File: src/rtl/mul_share_arbiter.sv
// Shares one 8x8 unsigned multiplier between two requesters; the product goes back to the winner.
// Latency: operands accepted at edge N, product valid from cycle N+1; at most one operation per 2 cycles.
// Backpressure: result held in HOLD until the owner's rsp_ready; both req_ready stay low meanwhile.

module int8_multiplier (
  input  logic [7:0]  a,
  input  logic [7:0]  b,
  output logic [15:0] p
);
  assign p = 16'(a) * 16'(b);
endmodule

module mul_share_arbiter #(
  parameter bit RR_EN = 1'b1,
  parameter int CNT_W = 16
) (
  input  logic             clk,
  input  logic             rst,
  input  logic             req0_valid,
  input  logic [7:0]       req0_a,
  input  logic [7:0]       req0_b,
  output logic             req0_ready,
  input  logic             req1_valid,
  input  logic [7:0]       req1_a,
  input  logic [7:0]       req1_b,
  output logic             req1_ready,
  output logic             rsp0_valid,
  output logic             rsp1_valid,
  output logic [15:0]      rsp_product,
  input  logic             rsp0_ready,
  input  logic             rsp1_ready,
  output logic             busy,
  output logic [CNT_W-1:0] op_count
);

  typedef enum logic {IDLE, HOLD} state_t;

  typedef struct packed {
    logic [7:0] a;
    logic [7:0] b;
  } opnd_t;

  state_t      state;
  logic        owner;
  logic        last_grant;
  logic        gnt_vld;
  logic        gnt_sel;
  logic        rsp_take;
  opnd_t       opnd_sel;
  logic [15:0] mul_p;

  always_comb begin
    gnt_vld = 1'b0;
    gnt_sel = 1'b0;
    if (state == IDLE) begin
      gnt_vld = req0_valid | req1_valid;
      if (req0_valid && req1_valid)
        gnt_sel = RR_EN ? ~last_grant : 1'b0;
      else
        gnt_sel = req1_valid;
    end
  end

  assign req0_ready = gnt_vld & ~gnt_sel;
  assign req1_ready = gnt_vld &  gnt_sel;

  // AND-masking rather than a mux keeps X on the losing requester's operands off the product.
  always_comb begin
    opnd_sel   = '0;
    opnd_sel.a = ({8{req0_ready}} & req0_a) | ({8{req1_ready}} & req1_a);
    opnd_sel.b = ({8{req0_ready}} & req0_b) | ({8{req1_ready}} & req1_b);
  end

  int8_multiplier u_mul (
    .a (opnd_sel.a),
    .b (opnd_sel.b),
    .p (mul_p)
  );

  assign rsp_take = owner ? rsp1_ready : rsp0_ready;

  always_ff @(posedge clk or posedge rst) begin
    if (rst) begin
      state       <= IDLE;
      rsp_product <= 16'h0000;
      rsp0_valid  <= 1'b0;
      rsp1_valid  <= 1'b0;
      busy        <= 1'b0;
      op_count    <= '0;
      owner       <= 1'b0;
      last_grant  <= 1'b1;
    end else begin
      case (state)
        IDLE: begin
          if (gnt_vld) begin
            rsp_product <= mul_p;
            owner       <= gnt_sel;
            last_grant  <= gnt_sel;
            rsp0_valid  <= ~gnt_sel;
            rsp1_valid  <= gnt_sel;
            busy        <= 1'b1;
            state       <= HOLD;
          end
        end
        HOLD: begin
          if (rsp_take) begin
            rsp0_valid <= 1'b0;
            rsp1_valid <= 1'b0;
            busy       <= 1'b0;
            op_count   <= op_count + CNT_W'(1);
            state      <= IDLE;
          end
        end
        default: state <= IDLE;
      endcase
    end
  end

endmodule

File: config.mk
export PLATFORM = sky130hd
export DESIGN_NAME = mul_share_arbiter
export DESIGN_NICKNAME = d
export VERILOG_FILES = /design/src/rtl/mul_share_arbiter.sv
export SDC_FILE = /design/constraint.sdc
export NUM_CORES = 1
export LEC_CHECK = 0
export BUFFER_PORTS_ARGS = -buffer_cell sky130_fd_sc_hd__buf_2
export CORE_MARGIN = 4
export CORE_UTILIZATION = 57
export CTS_BUF_LIST = sky130_fd_sc_hd__clkbuf_4 sky130_fd_sc_hd__clkbuf_8
export DETAILED_ROUTE_END_ITERATION = 6
export PLACE_DENSITY = 0.94
export SETUP_SLACK_MARGIN = 0.15
export SLEW_MARGIN = 20
export SYNTH_ARGS = -nofsm -noshare
export SYNTH_HDL_FRONTEND = slang
export SYNTH_SLANG_ARGS = --single-unit
File: constraint.sdc
create_clock -name clk -period 6.3 [get_ports clk]
set_input_delay 0.63 -clock clk [delete_from_list [all_inputs] [get_ports clk]]
set_output_delay 0.63 -clock clk [all_outputs]
set_load 0.05 [all_outputs]
# ---- Word-level counts from Yosys, hierarchy flattened
# Cells that the tools add are included.
# Widths: inputs -> output; s select.
dict set report totals {
  register_bits 38
  inputBits 38
  output_inout_bits 37
  word_cells 42
}
dict set report classes {
  addsub 1
  multipliers 1
  n_eq_ne 2
  muxes 14
  bitwise_logic 12
  n_reduce_logical 4
}
# cell count
set ops {}
lappend ops {{$and 8x8->8} 4}
lappend ops {{$add 16x1->16 const B} 1}
lappend ops {{$mul 8x8->16} 1}
lappend ops {{$or 8x8->8} 2}
lappend ops {{$mux 1} 10}
lappend ops {{$pmux 1 s2} 4}
lappend ops {{$reduce_and 2->1} 3}
lappend ops {{$not 1->1} 3}
lappend ops {{$and 1x1->1} 2}
lappend ops {{$ne 2x1->1 const B} 1}
lappend ops {{$ne 2x2->1 const B} 1}
lappend ops {{$logic_and 1x1->1} 1}
lappend ops {{$or 1x1->1} 1}

# ---- Depth between registers and ports, before layout
# Gate-level depths: netlist of run 1.
dict set report logic_depth {
  depth_word 8
  depth_mapped 19
}

# ---- Cells and area by module
# A second synthesis of run 1 with hierarchy kept.
dict set report unflattened {
  hier_cells 385
  hier_area_um2 3816.2
}
# mod n_inst cells_per_inst area_per_inst_um2
set by_module_without_submodules {}
lappend by_module_without_submodules {int8_multiplier 1 243 2114.5}
lappend by_module_without_submodules {mul_share_arbiter 1 142 1701.6}

# ---- Worst setup path before layout of run 1
# OpenSTA, ideal clock, no wires.
dict set report synth_path {
  path_type {in2reg}
  startpoint {input req0_valid}
  endpoint {register rsp_product[13]}
  setup_time_ns 0.095
  t_arrival_ns 5.014
  required_time_ns 6.205
  slack_ns 1.190
  stages 15
  n_path_buf 1
  cell_sequence {a211oi_4 buf_4 a22oi_1 or2_1 fa_1 fa_1 fa_1 fa_1 inv_1 ha_1 o211ai_1 a21oi_1 o2111ai_1 and3_1 o31ai_1}
}
dict set report synth_via {
  word_cells_on_any_way 16
}
# element line_no
set synth_rtl {}
lappend synth_rtl {{from (decl)} 19} ;# input logic req0_valid,
lappend synth_rtl {{$logic_and 1x1->1} 57} ;# if (req0_valid && req1_valid)
lappend synth_rtl {{$mux 1} 57}
lappend synth_rtl {{$mux 1} 55} ;# if (state == IDLE) begin
lappend synth_rtl {{$and 1x1->1 (*)} 65} ;# assign req1_ready = gnt_vld & gnt_sel;
lappend synth_rtl {{net req1_ready} 26} ;# output logic req1_ready,
lappend synth_rtl {{$and 8x8->8, on equally long branches} {70, 71}}
lappend synth_rtl {{$or 8x8->8, on equally long branches} {70, 71}}
lappend synth_rtl {{$mul 8x8->16 (*)} 10} ;# assign p = 16'(a) * 16'(b);
lappend synth_rtl {{to (signal assigned)} 96} ;# rsp_product <= mul_p;
lappend synth_rtl {{to (decl)} 29} ;# output logic [15:0] rsp_product,
# Mark *: on every way through the listed nets, which the timed path passes. The rest lies on a longest branch.
# A chain may end at the register's enable or synchronous reset.

# ---- Worst setup path in the final report of run 1
dict set report layout_path {
  startpoint {input req1_valid}
  endpoint {register rsp_product[13]}
}
dict set report layout_via {
  elab_chain_cells 8
  word_cells_on_any_way 16
}
# element line_no
set layout_rtl {}
lappend layout_rtl {{from (decl)} 23} ;# input logic req1_valid,
lappend layout_rtl {{$logic_and 1x1->1} 57}
lappend layout_rtl {{$mux 1} 57}
lappend layout_rtl {{$mux 1} 55}
lappend layout_rtl {{$not 1->1} 64} ;# assign req0_ready = gnt_vld & ~gnt_sel;
lappend layout_rtl {{$and 1x1->1} 64}
lappend layout_rtl {{$and 8x8->8, on equally long branches} {70, 71}}
lappend layout_rtl {{$or 8x8->8, on equally long branches} {70, 71}}
lappend layout_rtl {{$mul 8x8->16} 10}
# Parallel ways exist; a longest one is shown, timed or not.

==> flow_summary_export.csv, run 1 <==
group,metric,value,unit
timing,setup_viol,0,
timing,whs,0.432,ns
clock_tree,cts_buffer_depth,2,
setup_path,cp.required,6.49,ns
power,power_density,327,nW/um2
floorplanning,die-area,7730,um2
setup_path,path_class,"input port to flip-flop",
clock_tree,htreeDepth,2,
cells_and_area,final_layout_size_suffix_gt1_share,20.3,%
floorplanning,initial_core_util,60.1,%
cells_and_area,multi_input_area,2470,um2
cells_and_area,area_delta_synth_final,16.3,%
detailed_routing,wl_per_cell,16.0,um
clock_tree,cts_tree,"built",
floorplanning,die_w,87.9,um
cells_and_area,layout.nets,577,
cells_and_area,nFillCells,434,
setup_path,r2r_slack,0.71,ns
detailed_routing,vias,3059,
detailed_routing,drtPass1Iterations,4,
setup_path,crit_fanout,21,
detailed_routing,via_per_inst,5.64,
synthesis,synth_cell_types,38,
power,leakage,0.00226,uW
setup_path,arrival,5.81,ns
clock_tree,cts_hold_buf,0,
setup_path,startpoint,"req1_valid",
clock_tree,cts_sinks,38,
setup_path,rr_worst_depth,14,
floorplanning,ios,75,
timing,finalCritPeriodShare,89.3,%
floorplanning,die_h,87.9,um
synthesis,synth-edff-count,0,
setup_path,cp-start-kind,"input port",
cells_and_area,final_cells,542,
placed_design,gp_congestion,0.861,
placed_design,io_buffers,74,
timing,grt_setup_unrepaired,"false",
grt,track_usage,23.4,%
timing,clock_skew,0.00893,ns
placed_design,place_hpwl,6910,um
outcome,status,"finished clean",
synthesis,synth_seq_cells,38,
cells_and_area,final_cell_mix,"buf_2, nor2_1, inv_1, ha_1, dfrtp_1",
timing,tns,0,ns
detailed_routing,antenna_left,0,
clock_tree,clkSlewWorstSetupHoldPaths,0.08,ns
synthesis,syn-instance-count,390,
clock_tree,root_buffer,"clkbuf_8",
setup_path,r2r_start,"state$_DFF_PP0_",
timing,hold_violations,0,
setup_path,end_kind,"flip-flop",
cells_and_area,final_util,69.9,%
clock_tree,cts_setup_buffers,0,
setup_path,crit_path_end,"rsp_product[13]$_DFFE_PP0P_",
clock_tree,cts_buffers,5,
synthesis,syn_avg_cell_area,9.34,um2
cells_and_area,n_antenna_cell,0,
floorplanning,fp-row-count,28,
timing,period_needed,5.62,ns
grt,grt_max_degree,39,
grt,grt-ovfl-total,0,
setup_path,timing.rr.end,"rsp_product[13]$_DFFE_PP0P_",
clock_tree,cts_resized,0,
timing,max_freq,178,MHz
detailed_routing,wirelength,8660,um
synthesis,synth_fp_nets,501,
timing,slew_headroom,43.9,%
worst_hold_path,hold_class,"input port to async pin",
grt,grt_pass1_vias,3225,
power,peakVddDrop,0.000391,V
grt,grt_first_pass_wirelength,14300,um
placed_design,dp.cells,534,
power,power,1380,uW
floorplanning,core,6060,um2
grt,antenna_found_initial,0,
cells_and_area,layout_commonest_cell,"buf_2",
detailed_routing,drt_iter0_drc,227,
job,cap_violations,0,
synthesis,ys_warn_count,0,
synthesis,syn-cell-area,3640,um2
timing,tightestPinTransition,0.842,ns
cells_and_area,seqCellArea,952,um2
synthesis,synth-async-reset-ratio,100,%
detailed_routing,drc,0,
timing,drv_slew,0,
synthesis,synth_seq_area_share,26.1,%
synthesis,synth_ff_type,"dfrtp_1",
clock_tree,clkLatencyLatePin,0.29,ns
cells in the mapped netlist, types with 3 or more instances:
| cell type | instances | share of area, % |
|---|---|---|
| a21o_1 | 3 | 0.62 |
| a21oi_1 | 12 | 1.6 |
| a22oi_1 | 17 | 3.5 |
| and3_1 | 3 | 0.52 |
| buf_4 | 3 | 0.62 |
| dfrtp_1 | 37 | 25 |
| fa_1 | 36 | 20 |
| ha_1 | 37 | 13 |
| inv_1 | 52 | 5.4 |
| mux2_2 | 4 | 1.2 |
| nand2_1 | 32 | 3.3 |
| nand4_1 | 7 | 1.2 |
| nor2_1 | 59 | 6.1 |
| nor3_1 | 3 | 0.41 |
| o211ai_1 | 3 | 0.62 |
| o21ai_0 | 15 | 2.1 |
| or2_1 | 16 | 2.7 |
| xnor2_1 | 13 | 3.1 |
| xor2_1 | 12 | 2.9 |
stage by stage:
step,setup WS [ns],cell area [um2]
floorplan,1.19,3640
global placement,0.664,4090
detailed placement,0.416,4090
CTS,0.735,4230
global route,0.392,4240
finish,0.675,4240
worst min-delay path by stage:
| stage | to | start | slack, ns | cells past startpoint |
|---|---|---|---|---|
| after global routing | op_count[15]$_DFFE_PP0P_ | rst | 0.48 | 3 |
| after floorplan | owner$_DFFE_PP0P_ | owner$_DFFE_PP0P_ | 0.48 | 2 |
| after CTS | rsp_product[14]$_DFFE_PP0P_ | rst | 0.45 | 3 |
| final | op_count[14]$_DFFE_PP0P_ | rst | 0.43 | 3 |
| after detailed placement | op_count[15]$_DFFE_PP0P_ | op_count[15]$_DFFE_PP0P_ | 0.47 | 1 |
| after global placement | op_count[15]$_DFFE_PP0P_ | op_count[15]$_DFFE_PP0P_ | 0.45 | 1 |
worst max-delay path, cell delays in order:
cell	delay, ns
buf_2	0.13
inv_1	0.08
o211a_1	0.46
a22oi_1	0.73
nor2_1	0.15
fa_1	0.55
fa_1	0.53
fa_1	0.54
inv_1	0.05
fa_1	0.53
inv_1	0.04
ha_1	0.34
o211ai_1	0.11
a21oi_1	0.29
o2111ai_1	0.18
and3_1	0.21
o31ai_1	0.24
kinds of logic after synthesis:
logic type / count (synthesis) / share of synthesized area (%)
AOI/OAI and AO/OA: 61 / 11.1
xor gates and xnor gates: 25 / 6.01
adders and majority gates: 73 / 32.5
buffers and inverters: 59 / 6.46
DFF: 38 / 26.1
muxes: 5 / 1.51
and+or+nand+nor: 129 / 16.3
state kept, by name, summed over array words and instances, names as in the netlist:
register and count:
rsp0_valid 1, last_grant 1, rsp1_valid 1, owner 1, state 1, busy 1, op_count 16, rsp_product 16
power by group:
group	switching, uW	internal, uW	leakage (uW)
clock	89.1	169	0.0000714
combinational	538	208	0.00169
sequential	62.0	317	0.000498
total	690	694	0.00226
routing by layer:
| metal | routed length (um) | global-route usage (%) | vias up |
|---|---|---|---|
| met5 | 0 | 0 | - |
| met3 | 538 | 4.61 | 27 |
| met2 | 4510 | 41.1 | 119 |
| met1 | 3390 | 28.6 | 1484 |
| met4 | 225 | 8.51 | 0 |
| li1 | - | - | 1429 |
final cells by class:
type                    instances  area share, %
multi-input cells             293           58.2
flip-flops and latches         38           22.5
repair buffers                 76           9.10
inverters                      52           4.61
well taps                      75           2.22
clock buffers                   6           1.95
clock inverters                 2           1.42
(Power assumes the default switching activity.)
==> run 2, diff against run 1 <==
==> constraint.sdc (replaced) <==
create_clock -name clk -period 6.3 [get_ports clk]
set_input_delay 1.26 -clock clk [delete_from_list [all_inputs] [get_ports clk]]
set_output_delay 1.26 -clock clk [all_outputs]
set_load 0.05 [all_outputs]
==> flow_summary_export.csv, run 2 (same netlist as run 1, synthesis figures left out) <==
group,metric,value,unit
job,cap_violations,0,
power,p_sw_share,49.5,%
floorplanning,die_w,87.9,um
cells_and_area,layout.nets,586,
power,power_density,326,nW/um2
detailed_routing,drt_iter0_drc,239,
floorplanning,fp-row-count,28,
setup_path,cp_common_cell,"fa_1",
clock_tree,cts_sinks,38,
cells_and_area,n_antenna_cell,0,
grt,grt-ovfl-total,0,
power,p_seq_share,26.9,%
detailed_routing,wirelength,9080,um
floorplanning,ios,75,
setup_path,end_kind,"flip-flop",
detailed_routing,drc,0,
detailed_routing,antenna_left,0,
setup_path,path_class,"input port to flip-flop",
cells_and_area,area_delta_synth_final,19.1,%
power,power,1420,uW
cells_and_area,layout_commonest_cell,"buf_2",
clock_tree,cts_buffer_depth,2,
timing,tns,0,ns
setup_path,crit_path_end,"rsp_product[14]$_DFFE_PP0P_",
detailed_routing,vias,3204,
setup_path,crit_path_max_incr_delay,0.55,ns
placed_design,io_buffers,74,
setup_path,cp.required,6.43,ns
detailed_routing,via_per_inst,5.81,
timing,slew_headroom,48.8,%
setup_path,timing.critical_path.buf_inv,4,
floorplanning,die_h,87.9,um
placed_design,place_hpwl,6960,um
timing,clock_skew,0.00541,ns
clock_tree,root_buffer,"clkbuf_8",
timing,period_needed,5.92,ns
power,p_switching,700,uW
grt,grt_pass1_vias,3221,
timing,drv_slew,0,
timing,setup_viol,0,
setup_path,crit_cells,17,
detailed_routing,wl_per_cell,16.5,um
clock_tree,cts_setup_buffers,0,
power,power_frac_comb,55.4,%
detailed_routing,drtPass1Iterations,5,
power,peakVddDrop,0.000358,V
timing,grt_setup_unrepaired,"false",
setup_path,rr_worst_depth,18,
cells_and_area,final_layout_size_suffix_gt1_share,23.5,%
worst_hold_path,hold_class,"flip-flop to flip-flop",
power,leakage,0.00230,uW
grt,track_usage,24.1,%
timing,tightestPinTransition,0.767,ns
placed_design,gp_congestion,0.842,
floorplanning,initial_core_util,60.1,%
clock_tree,cts_buffers,5,
floorplanning,core,6060,um2
setup_path,crit_fanout,15,
setup_path,arrival,6.05,ns
setup_path,cp-start-kind,"input port",
clock_tree,clkLatencyLatePin,0.28,ns
setup_path,path_cells,"buf_2, inv_1, o211a_2, a22oi_1, nor2_1, fa_1, fa_1, fa_1, inv_1, fa_1, inv_1, ha_1, a21oi_1, o211ai_1, a31oi_1, xor2_1, o21ai_0",
setup_path,slowest_stage,"fa_1",
power,p_clk_share,17.7,%
floorplanning,die-area,7730,um2
timing,hold_violations,0,
power,internal-power,715,uW
clock_tree,clkSlewWorstSetupHoldPaths,0.07,ns
clock_tree,cts_tree,"built",
setup_path,r2r_start,"state$_DFF_PP0_",
grt,grt_first_pass_wirelength,14700,um
cells_and_area,final_cell_mix,"buf_2, nor2_1, inv_1, ha_1, dfrtp_1",
setup_path,r2r_slack,1.03,ns
grt,grt_max_degree,39,
setup_path,startpoint,"req1_valid",
grt,antenna_found_initial,0,
setup_path,timing.rr.end,"rsp_product[13]$_DFFE_PP0P_",
timing,max_freq,169,MHz
clock_tree,htreeDepth,2,
setup_path,critPathTopFamily,"adder cells",
outcome,status,"finished clean",
cells_and_area,largest_registers,"op_count: 16 flops, rsp_product: 16 flops",
timing,finalCritPeriodShare,93.9,%
## run 2: changes by cell type in the layout (fill, tap and decap cells not counted)
cell	previous run	this run
a22oi_1	17	10
o211a_1	1	0
a22oi_2	0	7
o211a_2	0	1
buf_4	2	11
## run 2: routing by layer
metal | routed length [um] | track usage, %
met4 | 319 | 8.65
met3 | 565 | 5.08
met2 | 4630 | 42.0
met1 | 3570 | 29.3
met5 | 0 | 0
## run 2: area by class of cell
class,count,area [um2]
well taps,75,93.8
clock inverters,2,60.1
repair buffers,85,453
fillers,420,1720
flip-flops and latches,38,952
inverters,52,195
clock buffers,6,82.6
multi-input cells,293,2500
## run 2: power groups by stage
stage	Clock, uW	Combinational, uW	Sequential [uW]
6_report	251	784	381
2_1_floorplan	0	354	584
3_5_place_dp	0	763	383
4_1_cts	255	769	380
3_3_place_gp	0	730	378
5_1_grt	268	840	389
## run 2: what timing repair did
| action | in CTS | in global routing |
|---|---|---|
| endpoints found under the setup margin | 0 | 5 |
| gates resized for setup | 0 | 8 |
| hold buffers | 0 | 0 |
## run 2: worst register-to-register path: cells and delay by family, from the launching register on
family                   cells  cell delay [ns]
AO/OA/AOI/OAI                6             1.38
adder cells (fa/ha/maj)      5             2.31
buffers and inverters        5             0.57
flip-flops                   1             0.45
AND/OR/NAND/NOR              2             0.48
## run 2: per-stage QoR
stage                     std cells  setup WS [ns]  hold slack, ns  util, %  cell area [um2]
after floorplan                 390          0.560           0.475        -             3640
after global placement          543          0.207           0.452     68.5             4150
after detailed placement        543      0.0000520           0.453     68.5             4150
after CTS                       551          0.281           0.466     70.9             4300
after global routing            551          0.188           0.494     71.6             4340
final                           551          0.384           0.463     71.6             4340
## run 2: worst min-delay path by stage
stage                        startpoint                       end  cells past startpoint
3_3_place_gp   op_count[15]$_DFFE_PP0P_  op_count[15]$_DFFE_PP0P_                      1
2_1_floorplan         owner$_DFFE_PP0P_         owner$_DFFE_PP0P_                      2
5_1_grt        op_count[15]$_DFFE_PP0P_  op_count[15]$_DFFE_PP0P_                      1
6_report       op_count[15]$_DFFE_PP0P_  op_count[15]$_DFFE_PP0P_                      1
4_1_cts        op_count[15]$_DFFE_PP0P_  op_count[15]$_DFFE_PP0P_                      1
3_5_place_dp   op_count[15]$_DFFE_PP0P_  op_count[15]$_DFFE_PP0P_                      1
